[src/rtl/mem_pkg.sv]
// Shared encodings for the memory-stage access controller: access types,
// operand lengths and controller states.
package mem_pkg;

  localparam logic [1:0] RW_NONE  = 2'b00;
  localparam logic [1:0] RW_LOAD  = 2'b01;
  localparam logic [1:0] RW_STORE = 2'b10;

  localparam logic [2:0] LEN_BYTE_S = 3'b000;
  localparam logic [2:0] LEN_HALF_S = 3'b001;
  localparam logic [2:0] LEN_WORD   = 3'b010;
  localparam logic [2:0] LEN_BYTE_U = 3'b100;
  localparam logic [2:0] LEN_HALF_U = 3'b101;

  typedef enum logic [1:0] {
    ST_IDLE  = 2'b00,
    ST_ISSUE = 2'b01,
    ST_RESP  = 2'b10
  } state_t;

  // Any length code that is neither a byte nor a half is handled as a word.
  function automatic logic len_is_byte(input logic [2:0] len);
    return (len == LEN_BYTE_S) || (len == LEN_BYTE_U);
  endfunction

  function automatic logic len_is_half(input logic [2:0] len);
    return (len == LEN_HALF_S) || (len == LEN_HALF_U);
  endfunction

endpackage

[src/rtl/mem_load_align.sv]
// Combinational load formatter: picks the addressed byte/half out of the
// returned word and sign- or zero-extends it; words pass straight through.
module mem_load_align
  import mem_pkg::*;
(
  input  logic [31:0] data,
  input  logic [1:0]  addr,
  input  logic [2:0]  length,
  output logic [31:0] result
);

  logic [7:0]  lane [4];
  logic [7:0]  byte_sel;
  logic [15:0] half_sel;

  genvar gi;
  generate
    for (gi = 0; gi < 4; gi++) begin : g_lane
      assign lane[gi] = data[8*gi +: 8];
    end
  endgenerate

  assign byte_sel = lane[addr];
  assign half_sel = addr[1] ? data[31:16] : data[15:0];

  always_comb begin
    result = data;
    case (length)
      LEN_BYTE_S: result = {{24{byte_sel[7]}}, byte_sel};
      LEN_BYTE_U: result = {24'h0, byte_sel};
      LEN_HALF_S: result = {{16{half_sel[15]}}, half_sel};
      LEN_HALF_U: result = {16'h0, half_sel};
      default:    result = data;
    endcase
  end

endmodule

[src/rtl/mem_access_ctrl.sv]
// Memory-stage access controller: TLB translation, cache request handshake,
// store lane steering and load formatting. Optional MEM_ALIGN_CHECK_EN traps misaligned accesses.
module mem_access_ctrl
  import mem_pkg::*;
(
  input  logic        clk,
  input  logic        rst,
  input  logic        req_valid,
  input  logic [1:0]  memory_rw,
  input  logic [2:0]  number_length,
  input  logic [31:0] v_addr,
  input  logic [31:0] store_data,
  input  logic        flush,
  input  logic        tlb_hit,
  input  logic [63:0] tlb_read,
  output logic [31:0] p_addr,
  output logic        p_addr_valid,
  output logic [1:0]  cache_rw,
  output logic [31:0] cache_write,
  output logic [3:0]  cache_wstrb,
  input  logic        cache_ready,
  input  logic [31:0] cache_read,
  output logic [31:0] mem_result,
  output logic        done,
  output logic        stall,
  output logic        tlb_miss_exc,
  output logic        align_exc
);

  state_t      state_reg, state_next;
  logic [1:0]  rw_reg, rw_next;
  logic [2:0]  len_reg, len_next;
  logic [1:0]  addr_lo_reg, addr_lo_next;
  logic [31:0] p_addr_reg, p_addr_next;
  logic [31:0] wdata_reg, wdata_next;
  logic [3:0]  wstrb_reg, wstrb_next;
  logic [31:0] result_reg, result_next;
  logic        drop_reg, drop_next;
  logic        tlb_miss_reg, tlb_miss_next;
  logic        align_exc_reg, align_exc_next;
  logic        accept, misaligned;
  logic [31:0] load_result, lane_data;
  logic [3:0]  lane_strb;
  logic        unused_bits;

  assign unused_bits = ^{tlb_read[63:32], tlb_read[11:0], v_addr[31:12]};

  mem_load_align u_load_align (
    .data   (cache_read),
    .addr   (addr_lo_reg),
    .length (len_reg),
    .result (load_result)
  );

  assign accept = req_valid && !flush && (memory_rw == RW_LOAD || memory_rw == RW_STORE);

`ifdef MEM_ALIGN_CHECK_EN
  always_comb begin
    if (len_is_byte(number_length))      misaligned = 1'b0;
    else if (len_is_half(number_length)) misaligned = v_addr[0];
    else                                 misaligned = (v_addr[1:0] != 2'b00);
  end
`else
  assign misaligned = 1'b0;
`endif

  // Store operand is right-aligned; replicate it so every lane sees it and let wstrb pick.
  always_comb begin
    lane_data = store_data;
    lane_strb = 4'b1111;
    if (len_is_byte(number_length)) begin
      lane_data = {4{store_data[7:0]}};
      lane_strb = 4'b0001 << v_addr[1:0];
    end else if (len_is_half(number_length)) begin
      lane_data = {2{store_data[15:0]}};
      lane_strb = v_addr[1] ? 4'b1100 : 4'b0011;
    end
  end

  always_comb begin
    state_next     = state_reg;
    rw_next        = rw_reg;
    len_next       = len_reg;
    addr_lo_next   = addr_lo_reg;
    p_addr_next    = p_addr_reg;
    wdata_next     = wdata_reg;
    wstrb_next     = wstrb_reg;
    result_next    = result_reg;
    drop_next      = drop_reg;
    tlb_miss_next  = 1'b0;
    align_exc_next = 1'b0;
    stall          = 1'b0;
    done           = 1'b0;
    case (state_reg)
      ST_IDLE: begin
        if (accept) begin
          if (misaligned) begin
            align_exc_next = 1'b1;
          end else if (!tlb_hit) begin
            tlb_miss_next = 1'b1;
          end else begin
            stall        = 1'b1;
            state_next   = ST_ISSUE;
            rw_next      = memory_rw;
            len_next     = number_length;
            addr_lo_next = v_addr[1:0];
            p_addr_next  = {tlb_read[31:12], v_addr[11:0]};
            wdata_next   = lane_data;
            wstrb_next   = (memory_rw == RW_STORE) ? lane_strb : 4'b0000;
            drop_next    = 1'b0;
          end
        end
      end
      ST_ISSUE: begin
        // A flush here cannot retract the request already on the cache port;
        // remember it and discard the response instead.
        stall = 1'b1;
        if (flush) drop_next = 1'b1;
        if (cache_ready) begin
          drop_next = 1'b0;
          if (drop_reg || flush) begin
            state_next = ST_IDLE;
          end else begin
            state_next  = ST_RESP;
            result_next = (rw_reg == RW_LOAD) ? load_result : 32'h0;
          end
        end
      end
      ST_RESP: begin
        state_next = ST_IDLE;
        done       = !flush;
      end
      default: state_next = ST_IDLE;
    endcase
  end

  always_ff @(posedge clk) begin
    if (rst) begin
      state_reg     <= ST_IDLE;
      rw_reg        <= RW_NONE;
      len_reg       <= LEN_WORD;
      addr_lo_reg   <= 2'b00;
      p_addr_reg    <= 32'h0;
      wdata_reg     <= 32'h0;
      wstrb_reg     <= 4'b0000;
      result_reg    <= 32'h0;
      drop_reg      <= 1'b0;
      tlb_miss_reg  <= 1'b0;
      align_exc_reg <= 1'b0;
    end else begin
      state_reg     <= state_next;
      rw_reg        <= rw_next;
      len_reg       <= len_next;
      addr_lo_reg   <= addr_lo_next;
      p_addr_reg    <= p_addr_next;
      wdata_reg     <= wdata_next;
      wstrb_reg     <= wstrb_next;
      result_reg    <= result_next;
      drop_reg      <= drop_next;
      tlb_miss_reg  <= tlb_miss_next;
      align_exc_reg <= align_exc_next;
    end
  end

  assign p_addr_valid = (state_reg == ST_ISSUE);
  assign cache_rw     = (state_reg == ST_ISSUE) ? rw_reg : RW_NONE;
  assign cache_wstrb  = (state_reg == ST_ISSUE) ? wstrb_reg : 4'b0000;
  assign p_addr       = p_addr_reg;
  assign cache_write  = wdata_reg;
  assign mem_result   = result_reg;
  assign tlb_miss_exc = tlb_miss_reg;
  assign align_exc    = align_exc_reg;

endmodule
[config.mk]
export PLATFORM = sky130hd
export DESIGN_NAME = mem_access_ctrl
export DESIGN_NICKNAME = d
export VERILOG_FILES = /design/src/rtl/mem_pkg.sv /design/src/rtl/mem_load_align.sv /design/src/rtl/mem_access_ctrl.sv
export SDC_FILE = /design/constraint.sdc
export NUM_CORES = 1
export LEC_CHECK = 0
export ABC_AREA = 1
export CAP_MARGIN = 10
export CORE_MARGIN = 2
export CORE_UTILIZATION = 35
export DETAILED_ROUTE_END_ITERATION = 10
export PLACE_DENSITY = 0.77
export SYNTH_ARGS = -nofsm -noshare
export SYNTH_HDL_FRONTEND = slang
export SYNTH_SLANG_ARGS = --single-unit
[constraint.sdc]
create_clock -name clk -period 1.38 [get_ports clk]
set_input_delay 0.276 -clock clk [delete_from_list [all_inputs] [get_ports clk]]
set_output_delay 0.276 -clock clk [all_outputs]
set_load 0.01 [all_outputs]
==> flow_metrics.py <==
metrics = {
    "outcome": {
        "status": "finished, violations left",
        "violations": "negative setup slack",
    },
    "logic_synthesis": {
        "syn_inst": 734,
        "synth_cell_types": 26,
        "synth_ff_type": "dfxtp_1",
        "async_flop_share_pct": 0,
        "yosys.area.top_type": "dfxtp_1",
        "synth_edf_count": 0,
        "yosysTopAreaCellShare_pct": 44.4,
        "synth_area_leaders": "dfxtp_1 44%, nand2_1 18%, a21oi_1 13%, nor2_1 6.1%, o21ai_0 4.5%",
        "yosys_warnings": 0,
        "synth.net_count": 906,
        "yosysSeqAreaShare_pct": 44.4,
        "ys_ff_latch": 109,
        "postSynthAreaPerCell_um2": 6.70,
        "netlist_area_um2": 4910,
    },
    "clock_tree": {
        "cts-root-buf": "clkbuf_16",
        "path_clk_slew_ns": 0.07,
        "cts_tree": "yes",
        "clock-sinks": 109,
        "cts_hold_buf": 0,
        "clkLatencyLatePin_ns": 0.36,
        "numCtsBuffers": 9,
        "clock_path_buffers": 2,
        "cts_max_level": 3,
    },
    "placement": {
        "place.gp.congestion": 0.909,
        "place_hpwl_um": 11900,
        "io_buffers": 212,
        "dp_worst_setup_slack_ns": -0.925,
    },
    "timing": {
        "final.setup.worst_slack_ns": -0.0753,
        "fin_crit_ns": 1.46,
        "finalSetupViolCount": 29,
        "tns_ns": -1.23,
        "hold_viol": 0,
        "fmax_ghz": 0.687,
        "rsz0062_at_grt": "true",
        "period_share_pct": 105,
        "fin_skew_ns": 0.00595,
        "slew_viol_final": 0,
    },
    "global_route": {
        "overflow": 0,
        "grt_pass1_vias": 5392,
        "grt_first_pass_wirelength_um": 26800,
        "grt_max_degree": 55,
        "track_usage_pct": 22.8,
        "antenna_found_initial": 0,
    },
    "route": {
        "drtIter0Drc": 371,
        "drc": 0,
        "first_pass_iters": 5,
        "wl_per_cell_um": 15.4,
        "post_drt_via_cell_ratio": 5.01,
        "ant_nets": 0,
        "vias": 5817,
        "drt_wl_total_um": 17900,
    },
    "worst_setup_path": {
        "cp-end-kind": "output port",
        "r2r_start": "state_reg[1]",
        "cp-start-kind": "flip-flop",
        "crit_slowest_cell": "dfxtp_2",
        "crit_fanout": 3,
        "r2r_setup_slack_ns": -0.06,
        "crit_path_max_incr_delay_ns": 0.35,
        "ff2ff_path_depth": 9,
        "required_ns": 1.10,
        "path_cells": "inv_4 > nand2_4 > buf_4 > nor2_1 > buf_2",
        "timing.rr.end": "mem_result[30]",
        "startpoint": "state_reg[1]",
        "arrival_ns": 1.18,
        "criticalPathCategory": "flip-flop to output port",
    },
    "job": {
        "cap_violations": 0,
    },
    "floorplanning": {
        "die-area_um2": 15000,
        "initial_core_util_pct": 35.7,
        "die_w_um": 123,
        "ios": 278,
        "rows": 43,
        "core_um2": 13800,
        "die_y_um": 123,
    },
    "finish": {
        "fin_nets": 1149,
        "diodes": 0,
        "fillerInstances": 1283,
        "final_common_cell": "nand2_1",
        "final_cell_mix": "232 x nand2_1, 116 x a21oi_1, 103 x dfxtp_1",
        "drive_above_1_share_pct": 17.3,
        "area_growth_pct": 67.9,
    },
    "min_path": {
        "min_from": "tlb_hit",
        "hp-class": "input pin to flip-flop",
        "worstHoldPathCells": 4,
        "hold_path_end": "tlb_miss_exc",
    },
    "power_and_ir_drop": {
        "p_per_area_nw_per_um2": 855,
        "ir_worst_vdd_mv": 0.614,
        "power.leakage_nw": 3.64,
    },
}
metal layers:
layer  vias up  wire length, um  GRT usage, %
li1       2844                -             -
met1      2706             7200          27.0
met2       238             8680          38.9
met3        29             1610          6.88
met4         0              412          8.55
met5         -                0             0
cell type report:
cell class | count | area (um^2) | area share, %
clock buffer | 10 | 229 | 2.78
clock inverter | 6 | 68.8 | 0.834
inverter | 41 | 183 | 2.21
multi-input combinational | 542 | 2610 | 31.6
sequential | 109 | 2190 | 26.6
tap | 180 | 225 | 2.73
timing repair buffer | 273 | 2740 | 33.2
timing repair inverter | 1 | 5.00 | 0.0607
cells in the mapped netlist, types with 7 or more instances:
cell and instances:
a21oi_1 129, buf_2 13, clkbuf_1 22, dfxtp_1 109, inv_1 33, inv_2 7, nand2_1 239, nand3_1 18
nor2_1 80, o21ai_0 44, or2_0 7
worst max path at each step:
stage               depth (start not counted)              to
detailed placement                          9           stall
finish                                      5  cache_wstrb[3]
floorplan                                  10  cache_write[0]
CTS                                         4           stall
global placement                            9           stall
global route                                9  mem_result[26]
worst max-delay path: cells and delay by family (launching register included):
family | cells | cell delay, ns
flops | 1 | 0.35
simple gates | 2 | 0.12
buf+inv | 3 | 0.36
kinds of logic after synthesis:
kind of cell | Yosys count | share of synthesized area [%]
flip-flops | 109 | 44.4
AND/OR/NAND/NOR | 361 | 29.7
buffers and inverters | 84 | 7.36
adder cells (fa/ha/maj) | 1 | 0.255
AO/OA/AOI/OAI | 178 | 18.2
other | 1 | 0.0763
timing repair:
| item | 4_1_cts | 5_1_grt |
|---|---|---|
| gates cloned | 6 | 4 |
| setup buffers | 6 | 4 |
| endpoints found under the setup margin | 206 | 102 |
| resized for setup | 169 | 81 |
| pin swaps | 1 | 14 |
power by group:
group | switching [mW] | internal [mW]
clock | 1.24 | 1.43
sequential | 0.0420 | 3.21
combinational | 0.547 | 0.589
metrics by stage:
stage | total power, mW | utilization, % | hold slack, ns | cell area [um^2] | std cells
finish | 7.05 | 59.9 | 0.223 | 8250 | 1162
global placement | 4.37 | 54.3 | 0.451 | 7480 | 1126
floorplan | 3.74 | - | 0.416 | 4950 | 734
detailed placement | 4.38 | 54.3 | 0.454 | 7480 | 1126
CTS | 7.05 | 57.3 | 0.249 | 7900 | 1154
global route | 7.32 | 59.9 | 0.276 | 8250 | 1162
Power figures use the tool's default switching activity.
==> variant 1, RTL diff (config.mk and constraints unchanged) <==
The option `MEM_ALIGN_CHECK_EN` is turned on by a define.
--- a/src/rtl/mem_access_ctrl.sv
+++ b/src/rtl/mem_access_ctrl.sv
@@ -2,2 +2,4 @@
 // store lane steering and load formatting. Optional MEM_ALIGN_CHECK_EN traps misaligned accesses.
+`define MEM_ALIGN_CHECK_EN
+
 module mem_access_ctrl
Behaviour: not the same (Yosys sat finds a counterexample within 4 cycles, from zero or initial values and one cycle with rst high).
==> variant 1 against the original RTL <==
- the run still ends with negative setup slack left
- sequential cell count rose by 1
- global-route usage grew 0.37 points
- synthesized area rose by 2.1%
- design area rose by 3.0%
- utilization is 1.1 points higher
- power fell by 1.2%
- worst setup slack worse by 0.17 ns
- wire length up 2.6%
- largest cell class unchanged
- largest power group unchanged
- highest routed layer is now met5
==> variant 1: results (changes against the original RTL) <==
Global routing
  – Largest net degree at the start of global routing: 33 (-40%)
  – Global-route wire length before repair: 27,500 um (+2.7%)
  – Initial antenna violation count: 1 (+1)

Power
  – VDD IR-drop max: 0.000616 V (+0.32%)
  – Leakage power: 3.96 nW (+8.6%)

Run status
  – Status: finished, violations left
  – Failing checks: negative setup slack

Placed design
  – Placed cell area: 7690 sq um (+2.9%)
  – # port buffers: 213 (+0.47%)
  – Post-DP HPWL: 12,400 um (+4.3%)
  – Routability congestion estimate: 0.908 (about the same)

Logic synthesis
  – Seq/Total Area, Yosys: 0.439 (-0.00498)
  – Synth unique cells: 24 (-7.7%)
  – Synth area leaders: dfxtp_1, nand2_1, nor2_1
  – Net Count, Synth: 936 (+3.3%)
  – Most common library cells after synthesis: nand2_1, nor2_1, dfxtp_1

Routing
  – Vias/cell: 4.90 (-2.1%)
  – Initial DRC Count: 445 (+20%)
  – DR WL/cell: 15.2 um (-1.4%)
  – DR pass1 iterations: 4 (-1)
  – Via count: 5,927 (+1.9%)

Worst setup path
  – CP peak stage delay: 0.37 ns (+0.02 ns)

Hold path
  – Hold path start: rst

STA
  – Clk_skew: 0.00592 ns (-0.0000372 ns)
  – Setup ws final: -0.248 ns (-0.173 ns)
  – Setup Viol. Count Final: 100 (+240%)

Layout
  – Filler cell count: 1,305 (+1.7%)
  – Nets: 1,195 (+4.0%)
  – Layout cells sized above 1: 0.164 (-0.00872)
-- variant 1: changes by cell type after synthesis, moves of 3 or more --
cell,unedited run,this run
inv_1,33,36
o21ai_0,44,82
o21ai_1,4,0
clkbuf_1,22,26
nand2_1,239,201
nand3_1,18,21
a21oi_1,129,68
nor3_1,3,25
nand2_2,5,2
nor2_1,80,154
-- variant 1: path summary, 6_finish.rpt --
check,end,slack (ns),cells past startpoint
setup / recovery,stall,-0.25,5
hold reg to reg,cache_write[22],0.46,2
hold / removal,tlb_miss_exc,0.27,3
setup reg to reg,cache_write[24],-0.18,9
-- variant 1: report_power, final --
group          internal, mW  switching [mW]
clock network          1.42            1.23
logic                 0.561           0.492
registers              3.23          0.0344
total                  5.21            1.76
-- variant 1: cell type report --
class,count,area (sq um),area share
Sequential cell,110,2210,0.260
Antenna cell,1,2.50,0.000295
Timing Repair Buffer,289,2910,0.343
Tap cell,180,225,0.0265
Inverter,42,184,0.0216
Timing Repair inverter,2,13.8,0.00162
Clock inverter,5,57.6,0.00677
Multi-Input combinational cell,569,2660,0.313
Clock buffer,11,233,0.0274
-- variant 1: cell families (layout without fill, tap and decap cells) --
logic type / after synthesis / count (layout) / synth area share
flops: 110 / 110 / 0.439
compound gates: 150 / 150 / 0.150
buf+inv: 85 / 349 / 0.0738
simple gates: 418 / 418 / 0.335
fa+ha+maj: 1 / 1 / 0.00249
other cells: 0 / 1 / 0
-- variant 1: metrics by stage --
step / worst slack [ns] / setup TNS [ns] / utilization / hold slack [ns] / power [mW]
after detailed placement: -0.927 / -72.36 / 0.552 / 0.453 / 4.31
final: -0.248 / -10.39 / 0.610 / 0.273 / 6.97
after floorplan: -0.0479 / -0.728 / - / 0.352 / 3.69
after global placement: -0.899 / -68.85 / 0.552 / 0.446 / 4.31
after CTS: -0.245 / -13.36 / 0.591 / 0.254 / 6.97
after global routing: -0.289 / -17.98 / 0.610 / 0.295 / 7.22
-- variant 1: worst register-to-register path: stages (launching register included) --
cell       delay [ns]
dfxtp_4          0.37
nor2_4           0.08
nand4_1          0.11
buf_4            0.16
nor2_4           0.13
buf_12           0.16
clkbuf_16        0.16
clkbuf_16        0.15
o21ai_1          0.06
a21oi_1          0.11
-- variant 1: routing by layer --
metal,global-route usage,share of wire
met1,0.277,0.41
met2,0.393,0.47
met3,0.0655,0.089
met4,0.0930,0.027
met5,0,0.00071
-- variant 1: what timing repair did --
action,4_1_cts,5_1_grt
buffers inserted,11,1
pin swaps,18,9
gates resized for setup,254,24
cloned,5,7
setup endpoints to repair,193,115
==> variant 2, RTL diff (same flow settings) <==
Without the edit above. The 3 states of `state_t` get a one-hot encoding in 3 bits.
--- a/src/rtl/mem_pkg.sv
+++ b/src/rtl/mem_pkg.sv
@@ -14,6 +14,6 @@
 
-  typedef enum logic [1:0] {
-    ST_IDLE  = 2'b00,
-    ST_ISSUE = 2'b01,
-    ST_RESP  = 2'b10
+  typedef enum logic [2:0] {
+    ST_IDLE  = 3'b001,
+    ST_ISSUE = 3'b010,
+    ST_RESP  = 3'b100
   } state_t;
Check against the original RTL: same outputs for any inputs over 4 cycles, from zero or initial values and one cycle with rst high; so few cycles prove little.
==> variant 2 against the original RTL <==
- the flow still finishes with violations (negative setup slack)
- worst setup slack worse by 0.17 ns
- power is 9.3% higher
- global-route usage is 0.65 points higher
- count of clock-buffer cells in the layout is 1 lower
- synthesized area is 3.1% higher
- utilization is 7.7 points higher
- sequential share of layout area is 3.2 points lower
- register-to-register slack worse by 0.15 ns
- wire length is 16% higher
- critical path depth is 2 higher
- design area is 15% higher
- combinational power is 27% higher
- sequential cell count is 1 higher
- largest power group unchanged
==> variant 2: results (changes against the original RTL) <==
Logic synthesis
  – Adder-Cell Fraction of Synth Area: 0.00247 (-0.0000755)
  – Mean post-synth cell area: 6.77 sq um (+1.1%)
  – Net Count, Synth: 920 (+1.5%)
  – Synth area leaders: dfxtp_1, nand2_1, nor2_1

Layout
  – Area occupied by registers: 2210 sq um (+0.74%)
  – Multi-input combinational area share: 0.351 (+0.0354)
  – Final core occ: 0.676 (+0.0769)
  – Inverter count: 39 (-7.1%)
  – Nets: 1,191 (+3.7%)
  – Multi-input gates: 559 (+3.1%)
  – Non-clk buf share: 0.333 (+0.000797)
  – Non-clk bufs: 300 (+9.9%)

Placed design
  – Placed cell area: 7720 sq um (+3.2%)
  – Post-DP HPWL: 12,800 um (+7.2%)
  – Routability congestion estimate: 0.890 (-2.1%)
  – Dpl cells: 1,147 (+1.9%)

Worst setup path
  – Reg2Reg Depth: 13 (+4)
  – CP arrival: 1.35 ns (+0.17 ns)
  – Reg-to-Reg End: cache_write[22]

Global routing
  – Largest net degree at the start of global routing: 40 (-27%)
  – Gr usage total: 0.235 (+0.00650)

STA
  – Setup ws final: -0.245 ns (-0.170 ns)
  – Setup Viol. Count Final: 109 (+280%)
  – Total negative setup slack: -16.84 ns (-15.60 ns)

Run status
  – Failing checks: negative setup slack
  – Status: finished, violations left

Routing
  – Via count: 6,173 (+6.1%)

Clocking
  – CTS resizes: 220 (+30%)

Power
  – Leakage power: 4.17 nW (+15%)
[variant 2: power breakdown]
group / internal [mW] / switching [mW]
registers: 3.26 / 0.0737
clock network: 1.62 / 1.30
logic: 0.738 / 0.716
total: 5.62 / 2.09
[variant 2: worst min path at each step]
stage / from / endpoint / slack, ns / cells after the start
finish: memory_rw[0] / rw_reg[0] / 0.27 / 3
global route: memory_rw[0] / rw_reg[0] / 0.30 / 3
CTS: memory_rw[0] / rw_reg[0] / 0.38 / 3
detailed placement: mem_result[7] / mem_result[7] / 0.45 / 2
global placement: wstrb_reg[2] / wstrb_reg[2] / 0.44 / 2
floorplan: tlb_hit / tlb_miss_exc / 0.35 / 1
[variant 2: layer usage]
layer / vias up / GRT usage / share of wire / wire, um
met5: - / 0 / 0 / 0
met2: 339 / 0.401 / 0.50 / 10300
met1: 2850 / 0.279 / 0.38 / 7780
met4: 0 / 0.0813 / 0.036 / 744
met3: 52 / 0.0713 / 0.093 / 1920
li1: 2932 / - / - / -
